### config.mk
export PLATFORM = sky130hd
export DESIGN_NAME = instr_fetch
export DESIGN_NICKNAME = d
export VERILOG_FILES = /design/src/rtl/cpu_pkg.sv /design/src/rtl/fetch_fifo.sv /design/src/rtl/instr_fetch.sv
export SDC_FILE = /design/constraint.sdc
export NUM_CORES = 1
export LEC_CHECK = 0
export CAP_MARGIN = 0
export CORE_ASPECT_RATIO = 0.75
export CORE_MARGIN = 2
export CORE_UTILIZATION = 54
export CTS_CLUSTER_DIAMETER = 80
export DETAILED_ROUTE_END_ITERATION = 12
export GPL_ROUTABILITY_DRIVEN = 0
export GPL_TIMING_DRIVEN = 0
export PLACE_DENSITY = 0.88
export RECOVER_POWER = 25
export SYNTH_ARGS = -nofsm -noshare
export SYNTH_HDL_FRONTEND = slang
export SYNTH_SLANG_ARGS = --single-unit
### constraint.sdc
create_clock -name clk -period 3.8 [get_ports clk]
set_clock_uncertainty 0.2 [all_clocks]
set_input_delay 0.57 -clock clk [delete_from_list [all_inputs] [get_ports clk]]
set_output_delay 0.57 -clock clk [all_outputs]
set_load 0.03 [all_outputs]
### src/rtl/cpu_pkg.sv
// Shared types and constants for the instruction fetch path.
package cpu_pkg;
  typedef logic [7:0] addr_t;

  typedef struct packed {
    logic [7:0] opcode1;
    logic [7:0] opcode2;
    addr_t      pc;
  } instr_t;

  localparam int FETCH_DEPTH = 2;
  localparam int CNT_W       = $clog2(FETCH_DEPTH + 1);
  // FIFO pointers wrap naturally, so FETCH_DEPTH must stay a power of two.
  localparam int PTR_W       = (FETCH_DEPTH > 1) ? $clog2(FETCH_DEPTH) : 1;

  typedef logic [CNT_W-1:0] cnt_t;

  typedef enum logic {HI = 1'b0, LO = 1'b1} fetch_state_t;
endpackage

### src/rtl/fetch_fifo.sv
// Small instruction buffer between byte assembly and the CPU.
// Flush wins over push/pop; a push into a full buffer is accepted only
// when the same edge pops.
module fetch_fifo
  import cpu_pkg::*;
(
  input  logic   clk,
  input  logic   reset,
  input  logic   push,
  input  logic   pop,
  input  logic   flush,
  input  instr_t din,
  output logic   full,
  output logic   empty,
  output cnt_t   count,
  output instr_t head
);
  instr_t           mem [FETCH_DEPTH];
  logic [PTR_W-1:0] rd_ptr, wr_ptr;
  logic             do_push, do_pop;

  assign empty   = (count == '0);
  assign full    = (count == cnt_t'(FETCH_DEPTH));
  assign do_pop  = pop && !empty;
  assign do_push = push && (!full || do_pop);
  assign head    = mem[rd_ptr];

  // Storage, pointers and occupancy.
  always_ff @(posedge clk) begin
    if (reset) begin
      rd_ptr <= '0;
      wr_ptr <= '0;
      count  <= '0;
      for (int i = 0; i < FETCH_DEPTH; i++) mem[i] <= '0;
    end else if (flush) begin
      rd_ptr <= '0;
      wr_ptr <= '0;
      count  <= '0;
    end else begin
      if (do_push) begin
        mem[wr_ptr] <= din;
        wr_ptr      <= wr_ptr + 1'b1;
      end
      if (do_pop) rd_ptr <= rd_ptr + 1'b1;
      count <= count + cnt_t'(do_push) - cnt_t'(do_pop);
    end
  end
endmodule

### src/rtl/instr_fetch.sv
// Byte-wide ROM fetch that assembles 2-byte instructions and presents
// them to the CPU through a small buffer with a valid/ready handshake.
module instr_fetch
  import cpu_pkg::*;
(
  input  logic       clk,
  input  logic       reset,
  output logic [7:0] rom_address,
  output logic       rom_rd_en,
  input  logic [7:0] rom_data,
  output logic [7:0] opcode1,
  output logic [7:0] opcode2,
  output logic [7:0] instr_pc,
  output logic       instr_valid,
  input  logic       instr_ready,
  input  logic       redirect,
  input  logic [7:0] redirect_addr
);
  fetch_state_t state;
  addr_t        fetch_addr, rsp_addr, pc_q;
  logic [7:0]   op1_q;
  logic         rsp_vld;   // rom_data this cycle answers a live read
  logic         iss_lo;    // next issued byte is the second of an instruction
  cnt_t         infl;      // instructions started but not yet pushed
  logic         push, pop, full, empty, iss_lo_nxt, issue_first, can_start;
  cnt_t         count, infl_nxt, cnt_nxt;
  instr_t       head, din;

  assign issue_first = rom_rd_en && !iss_lo;
  assign push        = rsp_vld && (state == LO) && !redirect && (!full || pop);
  assign pop         = instr_valid && instr_ready && !redirect;
  assign din         = '{opcode1: op1_q, opcode2: rom_data, pc: pc_q};

  assign rom_address = fetch_addr;
  assign instr_valid = !empty;
  assign opcode1     = head.opcode1;
  assign opcode2     = head.opcode2;
  assign instr_pc    = head.pc;

  // Credit bookkeeping for the next cycle's read decision. The second byte
  // of an already started instruction always issues; only new starts are
  // throttled against buffer space.
  always_comb begin
    iss_lo_nxt = iss_lo ^ rom_rd_en;
    infl_nxt   = infl + cnt_t'(issue_first) - cnt_t'(push);
    cnt_nxt    = count + cnt_t'(push) - cnt_t'(pop);
    can_start  = (int'(cnt_nxt) + int'(infl_nxt)) < FETCH_DEPTH;
  end

  // Fetch control and HI/LO byte assembly FSM.
  always_ff @(posedge clk) begin
    if (reset) begin
      state      <= HI;
      fetch_addr <= '0;
      rsp_addr   <= '0;
      rsp_vld    <= 1'b0;
      iss_lo     <= 1'b0;
      infl       <= '0;
      rom_rd_en  <= 1'b0;
      op1_q      <= '0;
      pc_q       <= '0;
    end else if (redirect) begin
      // Buffer is flushed, so a fresh start always has credit.
      state      <= HI;
      fetch_addr <= redirect_addr;
      rsp_vld    <= 1'b0;
      iss_lo     <= 1'b0;
      infl       <= '0;
      rom_rd_en  <= 1'b1;
    end else begin
      if (rom_rd_en) fetch_addr <= fetch_addr + 8'd1;
      rsp_vld   <= rom_rd_en;
      rsp_addr  <= fetch_addr;
      iss_lo    <= iss_lo_nxt;
      infl      <= infl_nxt;
      rom_rd_en <= iss_lo_nxt || can_start;
      if (rsp_vld) begin
        if (state == HI) begin
          op1_q <= rom_data;
          pc_q  <= rsp_addr;
          state <= LO;
        end else begin
          state <= HI;
        end
      end
    end
  end

  fetch_fifo u_fifo (
    .clk   (clk),
    .reset (reset),
    .push  (push),
    .pop   (pop),
    .flush (redirect),
    .din   (din),
    .full  (full),
    .empty (empty),
    .count (count),
    .head  (head)
  );
endmodule

# Word level (Yosys, flattened, before mapping)
# Memory sizes are Yosys's and may differ from the RTL's. A register that Yosys moved wholly into a read port is not among the register bits.
# Cells that the tools add are included.
# op_classes
reduce_logical	20
order_cmp	1
bitwise_logic	3
div	0
addsub	10
n_mux	15
n_eq_ne	1
n_mul	0
shift	0
# ops
cell	count
2-to-1 mux 24 bit	1
OR reduction 24 bit	1
2-to-1 mux 8 bit	2
2-to-1 mux 1 bit	12
adder 8 x 1 -> 8 bit, second input constant	1
logical AND 1 bit	8
adder 2 x 1 -> 2 bit	3
subtractor 2 x 1 -> 2 bit	3
logical NOT 1 bit	4
adder 2 x 2 -> 3 bit	1
logical OR 1 bit	3
< comparator 3 x 2 -> 1 bit, second input constant	1
AND reduction 3 bit	1
adder 1 bit, second input constant	2
equality test 2 bit, second input constant	1
logical NOT 2 bit	1
inverter 1 bit	2
nonzero test 2 bit	1
OR reduction 2 bit	1
bitwise XOR 1 bit	1
# totals
elab_cells	63
ram_bits	48
memories	1
latchBits	0
regBits	42
rom_bits	0
# memory_table
memory	words	width	read_ports	rd_ports_with_merged_regs	wr	line_no	text
u_fifo.mem	2	24	1	1	2	fetch_fifo.sv:18	instr_t mem [FETCH_DEPTH];

# Logic depth before layout (Yosys ltp)
# depth
word_depth	13
ltp_mapped	11
ltp_nobuf	11

# Modules after synthesis
# A second synthesis with hierarchy kept.
# unflattened
hier_cells	346
hier_area_um2	4035.1
# modules_own_cells
module	cells_each	seq_area_each_um2	instances	area_per_inst_um2
fetch_fifo	158	1541.5	1	2387.3
instr_fetch	188	760.7	1	1647.8

# Least setup slack after synthesis
# Ideal clock, no wire load.
# synth_path
kind	input to register
start	input instr_ready
end	register rom_rd_en
arrival_ns	2.515
setup_ns	0.074
setup_slack_ns	1.011
stages	10
t_required_ns	3.526
path_cell_list	nor3b_4 nor2_1 ha_1 inv_1 ha_1 xor2_1 xnor2_1 fa_1 nand2_1 a31oi_1
# synth_via
elab_chain_cells	10
# synth_rtl
element	line_no	text
start: declaration	instr_fetch.sv:15	input logic instr_ready,
logical AND 1 bit (*) (2 in series)	instr_fetch.sv:31	assign pop = instr_valid && instr_ready && !redirect;
logical OR 1 bit	instr_fetch.sv:30	assign push = rsp_vld && (state == LO) && !redirect && (!full || pop);
logical AND 1 bit	instr_fetch.sv:30	
adder 2 x 1 -> 2 bit	instr_fetch.sv:46	cnt_nxt = count + cnt_t'(push) - cnt_t'(pop);
subtractor 2 x 1 -> 2 bit	instr_fetch.sv:46	
adder 2 x 2 -> 3 bit (*)	instr_fetch.sv:47	can_start = (int'(cnt_nxt) + int'(infl_nxt)) < FETCH_DEPTH;
< comparator 3 x 2 -> 1 bit (*)	instr_fetch.sv:47	
logical OR 1 bit (*)	instr_fetch.sv:76	rom_rd_en <= iss_lo_nxt || can_start;
2-to-1 mux 1 bit (*)	instr_fetch.sv:62	end else if (redirect) begin
end signal: assignment	instr_fetch.sv:76	
end: declaration	instr_fetch.sv:9	output logic rom_rd_en,
# Every way passes the cells marked *; elsewhere a longest branch is shown, timed or not.
# A chain may end at the register's enable or synchronous reset.

==> implementation parameters <==
Parameter                              Value

Power
  Power Density ... approximately 430 nW/um^2
  Psw ... 0.473 mW
  Flop pwr share ... 52.9%
  Switching share of power ... roughly 23%
  Maximum ir drop on the vdd rail ... ~0.23 mV
  Leakage power ... about 1.8 nW
  Proportion of power drawn by combinational gates ... under 10%
  Clock share of power ... about two fifths
  Internal Power ... between 1.5 and 2 mW

Route
  Highest metal used ... met4
  DRC ... 0
  Via count ... approximately 2.7k
  Number of antenna-violating nets in the routed design ... 0
  Number of detailed-routing iterations run before antenna repair ... 5
  Count of routing violations after the opening detailed-route iteration ... ~160
  Routed wl met2 ... ~4.1 mm
  Wl on met1 ... between 3 and 4 mm
  DRT Wirelength ... 8.07 mm
  Routed WL per cell ... 16.0 um
  Routed length on met3 ... 524 um
  Via-to-Cell Ratio ... between 5 and 6

CTS
  CTS HTree Levels ... 3
  Clock Tree Root ... sky130_fd_sc_hd__clkbuf_8
  TritonCTS clock tree ... built
  CTS Sinks ... around 90
  Hold buffer count at cts ... 0
  Maximum root-to-sink buffer count ... 2
  Later-pin clock latency in the skew report ... between 0.3 and 0.4 ns
  Buffers inserted by post-CTS timing repair ... 0
  CTS resizes ... 0
  Clock transition at path regs ... around 0.090 ns
  Number of buffers added by the clock tree synthesis step ... 9

Floorplanning
  # rows ... 26
  Effective utilization at floorplan ... 56.8%
  Die width ... roughly 100 um
  I/O pin count ... 54
  Die outline area ... 8040 um^2
  Floorplan die height ... 78.1 um
  Core outline area ... ~7000 um^2

Logic synthesis
  Cells taking the most area after synthesis ... sky130_fd_sc_hd__edfxtp_1 (36%), sky130_fd_sc_hd__dfxtp_1 (22%), sky130_fd_sc_hd__and2_1 (8.2%), sky130_fd_sc_hd__mux2_2 (7.1%), sky130_fd_sc_hd__nand2_1 (3.8%)
  Portion of synthesized cell area occupied by the leading cell type ... around 36%
  Synthesis Warnings ... 0
  Yosys reg bits ... just over 90
  Fraction of synthesis flops using an asynchronous set or reset pin ... 0%
  Count of flip-flops with a built-in enable after synthesis ... between 40 and 50
  Synthesized netlist net count ... 367
  Top cells by instance count after synthesis ... sky130_fd_sc_hd__and2_1 (52), sky130_fd_sc_hd__edfxtp_1 (48), sky130_fd_sc_hd__dfxtp_1 (43)
  Post-synthesis instance area ... 3960 um^2
  Top-count cell post-synth ... sky130_fd_sc_hd__and2_1
  Gate count of the mapped netlist ... 338
  Top cell type by total area after synthesis ... sky130_fd_sc_hd__edfxtp_1
  Leading register cell type out of synthesis ... sky130_fd_sc_hd__edfxtp_1
  Count of distinct cell types in the synthesized netlist ... 37
  Share of synthesized area occupied by flip-flops and latches ... 58.2%
  Average cell area after synthesis ... 11.7 um^2

STA
  Fmax achieved ... around 0.32 GHz
  Clock period minus final worst setup slack ... around 3.1 ns
  Total count of hold-check failures in the final report ... 0
  Setup-violating endpoint count in the final report ... 0
  Portion of the clock cycle consumed by the worst path in the final layout ... between 80% and 90%
  Hold slack ... about 0.26 ns
  Final number of max-transition violations ... 0
  Final TNS setup ... 0 ns
  Worst relative slew slack ... ~16%
  Measured slew at the worst slew-check pin ... approximately 1.3 ns
  RSZ-0062 raised after global routing ... no

Worst setup path
  Critical path capture point type ... output port
  WP data arrival ... ~2.3 ns
  Critical path start-end classification ... reg -> out
  Family with the most delay on the worst path ... buffers and inverters
  Data required time of the critical path ... approximately 3.0 ns
  Crit start category ... register
  Maximum net fanout on the critical path ... 10
  Cells along the critical path ... clkbuf_1, buf_2, mux2_2, clkdlybuf4s50_1
  Critical path buffers and inverters ... 3
  Maximum cell stage delay along the critical path ... roughly 0.60 ns
  Slowest cell on the critical path ... sky130_fd_sc_hd__clkdlybuf4s50_1

GRT
  Via count of the first global-routing pass ... about 2.8k
  Sum of overflow across all layers after global routing ... 0
  Number of antenna violations at the first check in global routing ... 0
  Pin count of the biggest net entering global routing ... 25
  Global-route usage over all layers ... a little over a fifth
  First-pass GRT wire length ... roughly 13 mm

Job
  Count of maximum capacitance violations ... 0

Cells and area
  Final layout net count ... 430
  Diodes inserted ... 0
  # fillers ... roughly 520
  Total area of multi-input combinational cells ... between 1000 and 1500 um^2
  Area added between synthesis and finish ... 21.1%
  Total area of sequential cells ... ~2300 um^2
  Share of cells above drive strength 1 ... around an eighth

Placed design
  Detailed placer's ending HPWL ... approximately 5.4 mm
  # port buffers ... 52

Status
  Outcome ... finished, final reports clean

Min path
  Class of the worst hold path ... reg -> reg
worst min-delay path, stage by stage, from the launching register on:
cell	delay [ns]
sky130_fd_sc_hd__dfxtp_1	0.32
sky130_fd_sc_hd__nand2_1	0.05
sky130_fd_sc_hd__a21oi_1	0.05
worst paths after layout:
path,from,to,slack [ns],depth (start not counted)
max,register,opcode2[7],0.72,4
max reg2reg,u_fifo.count[1],rom_rd_en,1.06,10
min,rsp_addr[2],pc_q[2],0.26,2
min reg2reg,rsp_addr[2],pc_q[2],0.26,2
cell usage in the layout (no fill, tap or decap), drive strengths merged, types with 3 or more instances in the layout:
cell type      count
mux2i              8
ha                 8
xnor2              3
nand4              3
bufinv             3
a211oi             3
inv                9
or3                4
edfxtp            48
mux2              25
xor2               8
dfxtp             43
o21ai              5
and2              52
a21oi             19
nor2              24
clkbuf            19
buf                9
nand2             40
clkdlybuf4s50     50
stage by stage:
| step | util [%] | worst slack (ns) | power, mW | cell area [um^2] | cells |
|---|---|---|---|---|---|
| 6_report | 68.8 | 0.719 | 2.05 | 4790 | 504 |
| 3_3_place_gp | 66.1 | 0.397 | 1.27 | 4600 | 488 |
| 2_1_floorplan | - | 1.01 | 1.20 | 3960 | 338 |
| 4_1_cts | 69.6 | 0.694 | 2.06 | 4850 | 504 |
| 5_1_grt | 68.8 | 0.522 | 2.11 | 4790 | 504 |
| 3_5_place_dp | 66.1 | 0.347 | 1.27 | 4600 | 488 |
state kept, by name (all words and copies together), names as in the netlist, named ones only:
signal	cells
pc_q	8
u_fifo.mem	48
u_fifo.wr_ptr	1
u_fifo.rd_ptr	1
u_fifo.count	2
rom_address	8
state	1
iss_lo	1
rom_rd_en	1
op1_q	8
rsp_addr	8
infl	2
rsp_vld	1
layout make-up:
cell class	count	share of cell area, %
Multi-Input combinational cell	221	31.0
Sequential cell	91	48.0
Inverter	7	0.548
Buffer	19	1.85
Clock inverter	7	2.58
Clock buffer	9	2.58
Timing Repair Buffer	52	10.9
Tap cell	98	2.56
cells by family after synthesis:
family          count (synthesis)  synth area share [%]
flops                          91                  58.2
fa+ha+maj                       9                  3.04
mux                            33                  9.14
xor+xnor                       11                  2.43
buf+inv                        26                  3.41
compound gates                 33                  4.74
simple gates                  135                  19.1
layer usage:
metal | track usage (%) | vias to the layer above
met2 | 37.1 | 87
met1 | 26.2 | 1283
met5 | 0 | -
met4 | 7.63 | 0
met3 | 5.52 | 11
li1 | - | 1283
power groups by stage:
stage / registers, mW / clock network, mW / logic (mW)
finish: 1.08 / 0.801 / 0.165
CTS: 1.08 / 0.807 / 0.168
global route: 1.09 / 0.843 / 0.177
floorplan: 1.11 / 0 / 0.0821
global placement: 1.10 / 0 / 0.162
detailed placement: 1.11 / 0 / 0.165
No activity file was read; power rests on OpenSTA's default activity.
